==> config.mk <==
export PLATFORM = sky130hd
export DESIGN_NAME = mem_port_arbiter
export DESIGN_NICKNAME = d
export VERILOG_FILES = /design/src/rtl/cpu_pkg.sv /design/src/rtl/rr_pick3.sv /design/src/rtl/word_mux3.sv /design/src/rtl/mem_port_arbiter.sv
export SDC_FILE = /design/constraint.sdc
export NUM_CORES = 1
export LEC_CHECK = 0
export BUFFER_PORTS_ARGS = -buffer_cell sky130_fd_sc_hd__buf_2
export CAP_MARGIN = 10
export CORE_AREA = 2 2 133 135
export CTS_CLUSTER_DIAMETER = 100
export DETAILED_ROUTE_END_ITERATION = 7
export DIE_AREA = 0 0 135 137
export PLACE_DENSITY_LB_ADDON = 0.1
export SLEW_MARGIN = 0
export SYNTH_ARGS = -nofsm -noshare
export SYNTH_HDL_FRONTEND = slang
export SYNTH_SLANG_ARGS = --single-unit
==> constraint.sdc <==
create_clock -name clk -period 2.3 [get_ports clk]
set_clock_uncertainty 0.05 [all_clocks]
set_input_delay 0.46 -clock clk [delete_from_list [all_inputs] [get_ports clk]]
set_output_delay 0.46 -clock clk [all_outputs]
set_load 0.05 [all_outputs]
==> src/rtl/cpu_pkg.sv <==
// Shared types and constants for the memory port arbiter: port-select
// encodings, FSM state type and a select-to-one-hot helper.
package cpu_pkg;

  localparam int NUM_REQ = 3;

  localparam logic [1:0] SEL_P0 = 2'b00;
  localparam logic [1:0] SEL_P1 = 2'b01;
  localparam logic [1:0] SEL_P2 = 2'b10;

  typedef enum logic {
    IDLE = 1'b0,
    BUSY = 1'b1
  } state_e;

  // Select code to one-hot requester vector; the unused code 11 maps to zero.
  function automatic logic [NUM_REQ-1:0] sel_onehot(input logic [1:0] s);
    logic [NUM_REQ-1:0] oh;
    case (s)
      SEL_P0:  oh = 3'b001;
      SEL_P1:  oh = 3'b010;
      SEL_P2:  oh = 3'b100;
      default: oh = 3'b000;
    endcase
    return oh;
  endfunction

endpackage

==> src/rtl/rr_pick3.sv <==
// Combinational three-way round-robin picker: searches last+1, last+2,
// last+3 (mod 3) and returns the first asserted requester.
module rr_pick3
  import cpu_pkg::*;
(
  input  logic [2:0] req,
  input  logic [1:0] last,
  output logic       any,
  output logic [1:0] pick
);

  // Rotate the search start to just after the last-served requester.
  always_comb begin
    any  = |req;
    pick = SEL_P0;
    case (last)
      SEL_P0: begin
        if (req[1])      pick = SEL_P1;
        else if (req[2]) pick = SEL_P2;
        else             pick = SEL_P0;
      end
      SEL_P1: begin
        if (req[2])      pick = SEL_P2;
        else if (req[0]) pick = SEL_P0;
        else if (req[1]) pick = SEL_P1;
        else             pick = SEL_P0;
      end
      default: begin
        if (req[0])      pick = SEL_P0;
        else if (req[1]) pick = SEL_P1;
        else if (req[2]) pick = SEL_P2;
        else             pick = SEL_P0;
      end
    endcase
  end

endmodule

==> src/rtl/word_mux3.sv <==
// Generic 3:1 word multiplexer driven by a 2-bit port select.
module word_mux3
  import cpu_pkg::*;
#(
  parameter int WIDTH = 32
) (
  input  logic [1:0]       sel,
  input  logic [WIDTH-1:0] d0,
  input  logic [WIDTH-1:0] d1,
  input  logic [WIDTH-1:0] d2,
  output logic [WIDTH-1:0] y
);

  // Select the word; the unused code falls back to port 0.
  always_comb begin
    case (sel)
      SEL_P0:  y = d0;
      SEL_P1:  y = d1;
      SEL_P2:  y = d2;
      default: y = d0;
    endcase
  end

endmodule

==> src/rtl/mem_port_arbiter.sv <==
// Round-robin arbiter sharing one memory port among fetch, load/store and
// debug/DMA requesters, with request/done handshake and access timeout.
module mem_port_arbiter
  import cpu_pkg::*;
#(
  parameter int WIDTH   = 32,
  parameter int TIMEOUT = 255,
  parameter int CNT_W   = 8
) (
  input  logic             clk,
  input  logic             rst,
  input  logic [2:0]       req,
  input  logic [WIDTH-1:0] addr0,
  input  logic [WIDTH-1:0] addr1,
  input  logic [WIDTH-1:0] addr2,
  input  logic [WIDTH-1:0] wdata0,
  input  logic [WIDTH-1:0] wdata1,
  input  logic [WIDTH-1:0] wdata2,
  input  logic [2:0]       we,
  input  logic             mem_ready,
  input  logic [WIDTH-1:0] mem_rdata,
  output logic [1:0]       sel,
  output logic [2:0]       gnt,
  output logic             mem_valid,
  output logic [WIDTH-1:0] mem_addr,
  output logic [WIDTH-1:0] mem_wdata,
  output logic             mem_we,
  output logic [WIDTH-1:0] rdata,
  output logic [2:0]       done,
  output logic [2:0]       err
);

  localparam int               TO_LAST_I = (TIMEOUT == 0) ? 0 : TIMEOUT - 1;
  localparam logic [CNT_W-1:0] TO_LAST   = TO_LAST_I[CNT_W-1:0];
  localparam logic [CNT_W-1:0] CNT_MAX   = {CNT_W{1'b1}};

  state_e             state_r,     state_nxt_s;
  logic [1:0]         sel_r,       sel_nxt_s;
  logic [1:0]         last_r,      last_nxt_s;
  logic [2:0]         gnt_r,       gnt_nxt_s;
  logic               valid_r,     valid_nxt_s;
  logic [2:0]         done_r,      done_nxt_s;
  logic [2:0]         err_r,       err_nxt_s;
  logic [WIDTH-1:0]   rdata_r,     rdata_nxt_s;
  logic [CNT_W-1:0]   cnt_r,       cnt_nxt_s;

  logic               any_s;
  logic [1:0]         pick_s;
  logic               timeout_hit_s;
  logic               we_sel_s;

  rr_pick3 u_pick (
    .req  (req),
    .last (last_r),
    .any  (any_s),
    .pick (pick_s)
  );

  word_mux3 #(.WIDTH(WIDTH)) u_addr_mux (
    .sel (sel_r),
    .d0  (addr0),
    .d1  (addr1),
    .d2  (addr2),
    .y   (mem_addr)
  );

  word_mux3 #(.WIDTH(WIDTH)) u_wdata_mux (
    .sel (sel_r),
    .d0  (wdata0),
    .d1  (wdata1),
    .d2  (wdata2),
    .y   (mem_wdata)
  );

  assign timeout_hit_s = (TIMEOUT != 0) && (cnt_r == TO_LAST);

  // Write-enable mux, gated so nothing is written while idle.
  always_comb begin
    case (sel_r)
      SEL_P0:  we_sel_s = we[0];
      SEL_P1:  we_sel_s = we[1];
      SEL_P2:  we_sel_s = we[2];
      default: we_sel_s = 1'b0;
    endcase
    mem_we = valid_r & we_sel_s;
  end

  // Next-state and next-output logic; done/err default low so they pulse once.
  always_comb begin
    state_nxt_s = state_r;
    sel_nxt_s   = sel_r;
    last_nxt_s  = last_r;
    gnt_nxt_s   = gnt_r;
    valid_nxt_s = valid_r;
    done_nxt_s  = 3'b000;
    err_nxt_s   = 3'b000;
    rdata_nxt_s = rdata_r;
    cnt_nxt_s   = cnt_r;
    case (state_r)
      IDLE: begin
        if (any_s) begin
          sel_nxt_s   = pick_s;
          gnt_nxt_s   = sel_onehot(pick_s);
          valid_nxt_s = 1'b1;
          cnt_nxt_s   = {CNT_W{1'b0}};
          state_nxt_s = BUSY;
        end else begin
          state_nxt_s = IDLE;
        end
      end
      BUSY: begin
        if (mem_ready) begin
          rdata_nxt_s = mem_rdata;
          done_nxt_s  = sel_onehot(sel_r);
          last_nxt_s  = sel_r;
          gnt_nxt_s   = 3'b000;
          valid_nxt_s = 1'b0;
          state_nxt_s = IDLE;
        end else if (timeout_hit_s) begin
          err_nxt_s   = sel_onehot(sel_r);
          last_nxt_s  = sel_r;
          gnt_nxt_s   = 3'b000;
          valid_nxt_s = 1'b0;
          state_nxt_s = IDLE;
        end else begin
          cnt_nxt_s = (cnt_r == CNT_MAX) ? cnt_r : cnt_r + {{(CNT_W-1){1'b0}}, 1'b1};
        end
      end
      default: begin
        state_nxt_s = IDLE;
        gnt_nxt_s   = 3'b000;
        valid_nxt_s = 1'b0;
      end
    endcase
  end

  // State and output registers with synchronous reset.
  always_ff @(posedge clk) begin
    if (rst) begin
      state_r <= IDLE;
      sel_r   <= SEL_P0;
      last_r  <= SEL_P2;
      gnt_r   <= 3'b000;
      valid_r <= 1'b0;
      done_r  <= 3'b000;
      err_r   <= 3'b000;
      rdata_r <= {WIDTH{1'b0}};
      cnt_r   <= {CNT_W{1'b0}};
    end else begin
      state_r <= state_nxt_s;
      sel_r   <= sel_nxt_s;
      last_r  <= last_nxt_s;
      gnt_r   <= gnt_nxt_s;
      valid_r <= valid_nxt_s;
      done_r  <= done_nxt_s;
      err_r   <= err_nxt_s;
      rdata_r <= rdata_nxt_s;
      cnt_r   <= cnt_nxt_s;
    end
  end

  assign sel       = sel_r;
  assign gnt       = gnt_r;
  assign mem_valid = valid_r;
  assign done      = done_r;
  assign err       = err_r;
  assign rdata     = rdata_r;

endmodule

==> out/metrics.cfg <==
[place]
gp_congestion = 0.7995
place_ws_ns = 0.1203
hpwlAfterDp_um = 15220
placed_cells = 1019
port_buffers = 341

[sta]
worst_pin_slew_ns = 0.4606
max_slew_margin_pct = 69.29
final_max_slew_viol_count = 0
layout_min_cycle_time_ns = 2.335
whs_ns = 0.3498
setup_viol = 6
worst_slack_ns = -0.03545
hold_viol_final = 0
rsz0062_at_grt = yes
fin_crit_sh_pct = 101.5
max_freq_mhz = 428.2

[worst_setup_path]
reg2reg_slack_ns = 0.49
cp_cell_sequence = inv_1 -> ha_4 -> buf_12 -> clkbuf_16 -> nor2_1 -> a21oi_4 -> buf_6
r2r_start = cnt_r[0]$_SDFFE_PP0P_
cp-start-kind = flip-flop
cp_num_cells = 7
required_ns = 1.79
path_buf_inv = 4
slowest_stage = dfxtp_4
arrival_ns = 1.83
endpoint = mem_addr[3]
cp_top_family = buffers and inverters
crit_start = sel[1]$_SDFFE_PP0P_
worstSetupPathType = reg2out
critPathCaptureType = primary output
ff2ff_path_depth = 5
reg2reg_to = cnt_r[7]$_SDFFE_PP0P_
slowest_delay_ns = 0.35
crit_fanout = 6

[logic_synthesis]
synth_area_leaders = dfxtp_1, a21oi_1, a22oi_1, nand2_1, nor2_1
synth-seq-cells = 55
seq_area_frac_synth_pct = 32.88
syn_area_um2 = 3348
syn_inst = 481
avgSynthCellArea_um2 = 6.961
synth_top_area_cell = dfxtp_1
ys_warn_count = 0
synth_top_area_share_pct = 32.88
synthArstFlopShare_pct = 0
synth_edf_count = 0
ys_types = 32
synth_ff_type = dfxtp_1
syn-num-nets = 723

[detailed_routing]
viasPerCell = 4.728
antenna_left = 0
wl_per_cell_um = 19.04
routed_wl_um = 20010
vias = 4969
drtPass1Iterations = 4
drc = 0
drtIter0Drc = 184

[power]
combPwrFrac_pct = 53.3
p_clk_share_pct = 21.7
p_seq_share_pct = 25.0
power_leakage_nw = 3.056
p_int_mw = 2.341
ir_drop_uv = 315.2
p_switching_mw = 1.701
p_sw_share_pct = 42.09
p_per_area_nw_per_um2 = 577.5

[clock_tree]
root_buffer = clkbuf_16
cts_tree = built
h-tree-depth = 2
cts_buffers = 5
cts_buffer_depth = 2
cts.sinks = 55
clk_pin_slew_ns = 0.08
hold_buffers = 0
worstSkewPairLatency_ns = 0.29

[global_route]
antenna_found_initial = 14
overflow = 0
grt_max_degree = 49
first_global_vias = 4694
grt_pass1_wl_um = 27660
grt_usage_pct = 19.42

[worst_hold_path]
hold_path_class = in2reg
min-delay-start = mem_rdata[13]

[die]
rows = 48
die_width_um = 135
pin_count = 342
start_util_pct = 19.63
die_h_um = 137
core_area_um2 = 17060
dieArea_um2 = 18500

[cells_and_area]
stdcell_count = 1051
final_util_pct = 41.04
syn2layout_area_growth_pct = 109.0
final_nets = 1059
drive_above_1_share_pct = 58.68
regArea_um2 = 1109
fillers = 1796
multi_input_area_um2 = 2743

[status]
status = finished, violations left
violations = setup timing

[job]
maxCapViolCount = 0

==> power groups by stage <==
stage | clock network [mW] | logic, mW | registers, mW
floorplan | 0 | 1.09 | 1.15
global placement | 0 | 1.75 | 1.03
global route | 0.957 | 2.25 | 1.02
CTS | 0.924 | 2.09 | 1.01
finish | 0.879 | 2.15 | 1.01
detailed placement | 0 | 1.76 | 1.03
==> state kept, by name, summed over array words and instances, names as in the netlist <==
name / count
mem_valid: 1
cnt_r: 8
last_r: 2
err: 3
sel: 2
gnt: 3
rdata: 32
done: 3
state_r: 1
==> cell families (layout without fill, tap and decap cells) <==
logic type	count (synthesis)	count (layout)	synth area share, %
multiplexers	1	1	0.2990
adder cells (fa/ha/maj)	9	9	3.363
AND/OR/NAND/NOR	182	182	23.50
flip-flops	55	55	32.89
other	0	8	0
buffers and inverters	46	383	5.381
AO/OA/AOI/OAI	188	188	34.57
==> cells in the mapped netlist, drive strengths merged, types with 4 or more instances <==
cell / count
nor3b: 4
a21boi: 5
a21oi: 104
or4: 7
inv: 4
nand2: 76
nor2: 69
o31ai: 4
a22oi: 64
dfxtp: 55
buf: 8
nand3: 7
ha: 9
and2: 9
clkbuf: 34
==> worst reg2reg max path, cell delays in order (launching register included) <==
cell and delay (ns):
dfxtp_1 0.38, inv_1 0.06, ha_1 0.24, o2111a_1 0.37
or4_1 0.50, a21boi_1 0.14
==> timing repair <==
| action | 4_1_cts | 5_1_grt |
|---|---|---|
| buffers inserted | 8 | 0 |
| resized for setup | 144 | 30 |
| pin swaps | 6 | 7 |
| cloned | 5 | 3 |
| endpoints found under the setup margin | 65 | 65 |
==> cell type report <==
class / instances / share of cell area (%)
flip-flops and latches: 55 / 15.84
repair buffers: 371 / 37.97
clock buffers: 6 / 1.841
clock inverters: 2 / 0.5899
inverters: 4 / 0.2681
well taps: 225 / 4.022
diodes: 8 / 0.2860
multi-input cells: 380 / 39.18
==> stage by stage <==
step / area, um2 / power (mW) / TNS [ns]
after floorplan: 3832 / 2.233 / -5.097
after global placement: 5907 / 2.786 / 0
after detailed placement: 5907 / 2.793 / 0
after CTS: 6792 / 4.028 / -0.9962
after global routing: 6987 / 4.226 / -4.586
final: 6999 / 4.042 / -0.06029
==> placed cells by master, fill, tap and decap left out, drive strengths merged, types with 5 or more instances in the layout <==
| cell | instances |
|---|---|
| buf | 368 |
| a21oi | 104 |
| nand2 | 76 |
| nor2 | 69 |
| a22oi | 64 |
| dfxtp | 55 |
| and2 | 9 |
| clkbuf | 9 |
| ha | 9 |
| diode | 8 |
| or4 | 7 |
| nand3 | 7 |
| a21boi | 5 |
==> how the worst min path moves through the flow <==
stage | endpoint | slack [ns] | cells after the start
floorplan | cnt_r[7]$_SDFFE_PP0P_ | 0.40 | 2
global placement | rdata[2]$_SDFFE_PP0P_ | 0.39 | 2
detailed placement | rdata[4]$_SDFFE_PP0P_ | 0.39 | 2
CTS | rdata[8]$_SDFFE_PP0P_ | 0.34 | 3
global route | rdata[14]$_SDFFE_PP0P_ | 0.34 | 3
finish | rdata[13]$_SDFFE_PP0P_ | 0.35 | 3
==> layer usage <==
layer  up-vias  GRT usage, %  share of wire [%]
met3        22         8.259                 12
li1       2404             -                  -
met4        10         2.431               0.84
met1      2299         25.95                 42
met2       234         29.98                 46
met5         -             0               0.29
(Power assumes the default switching activity.)
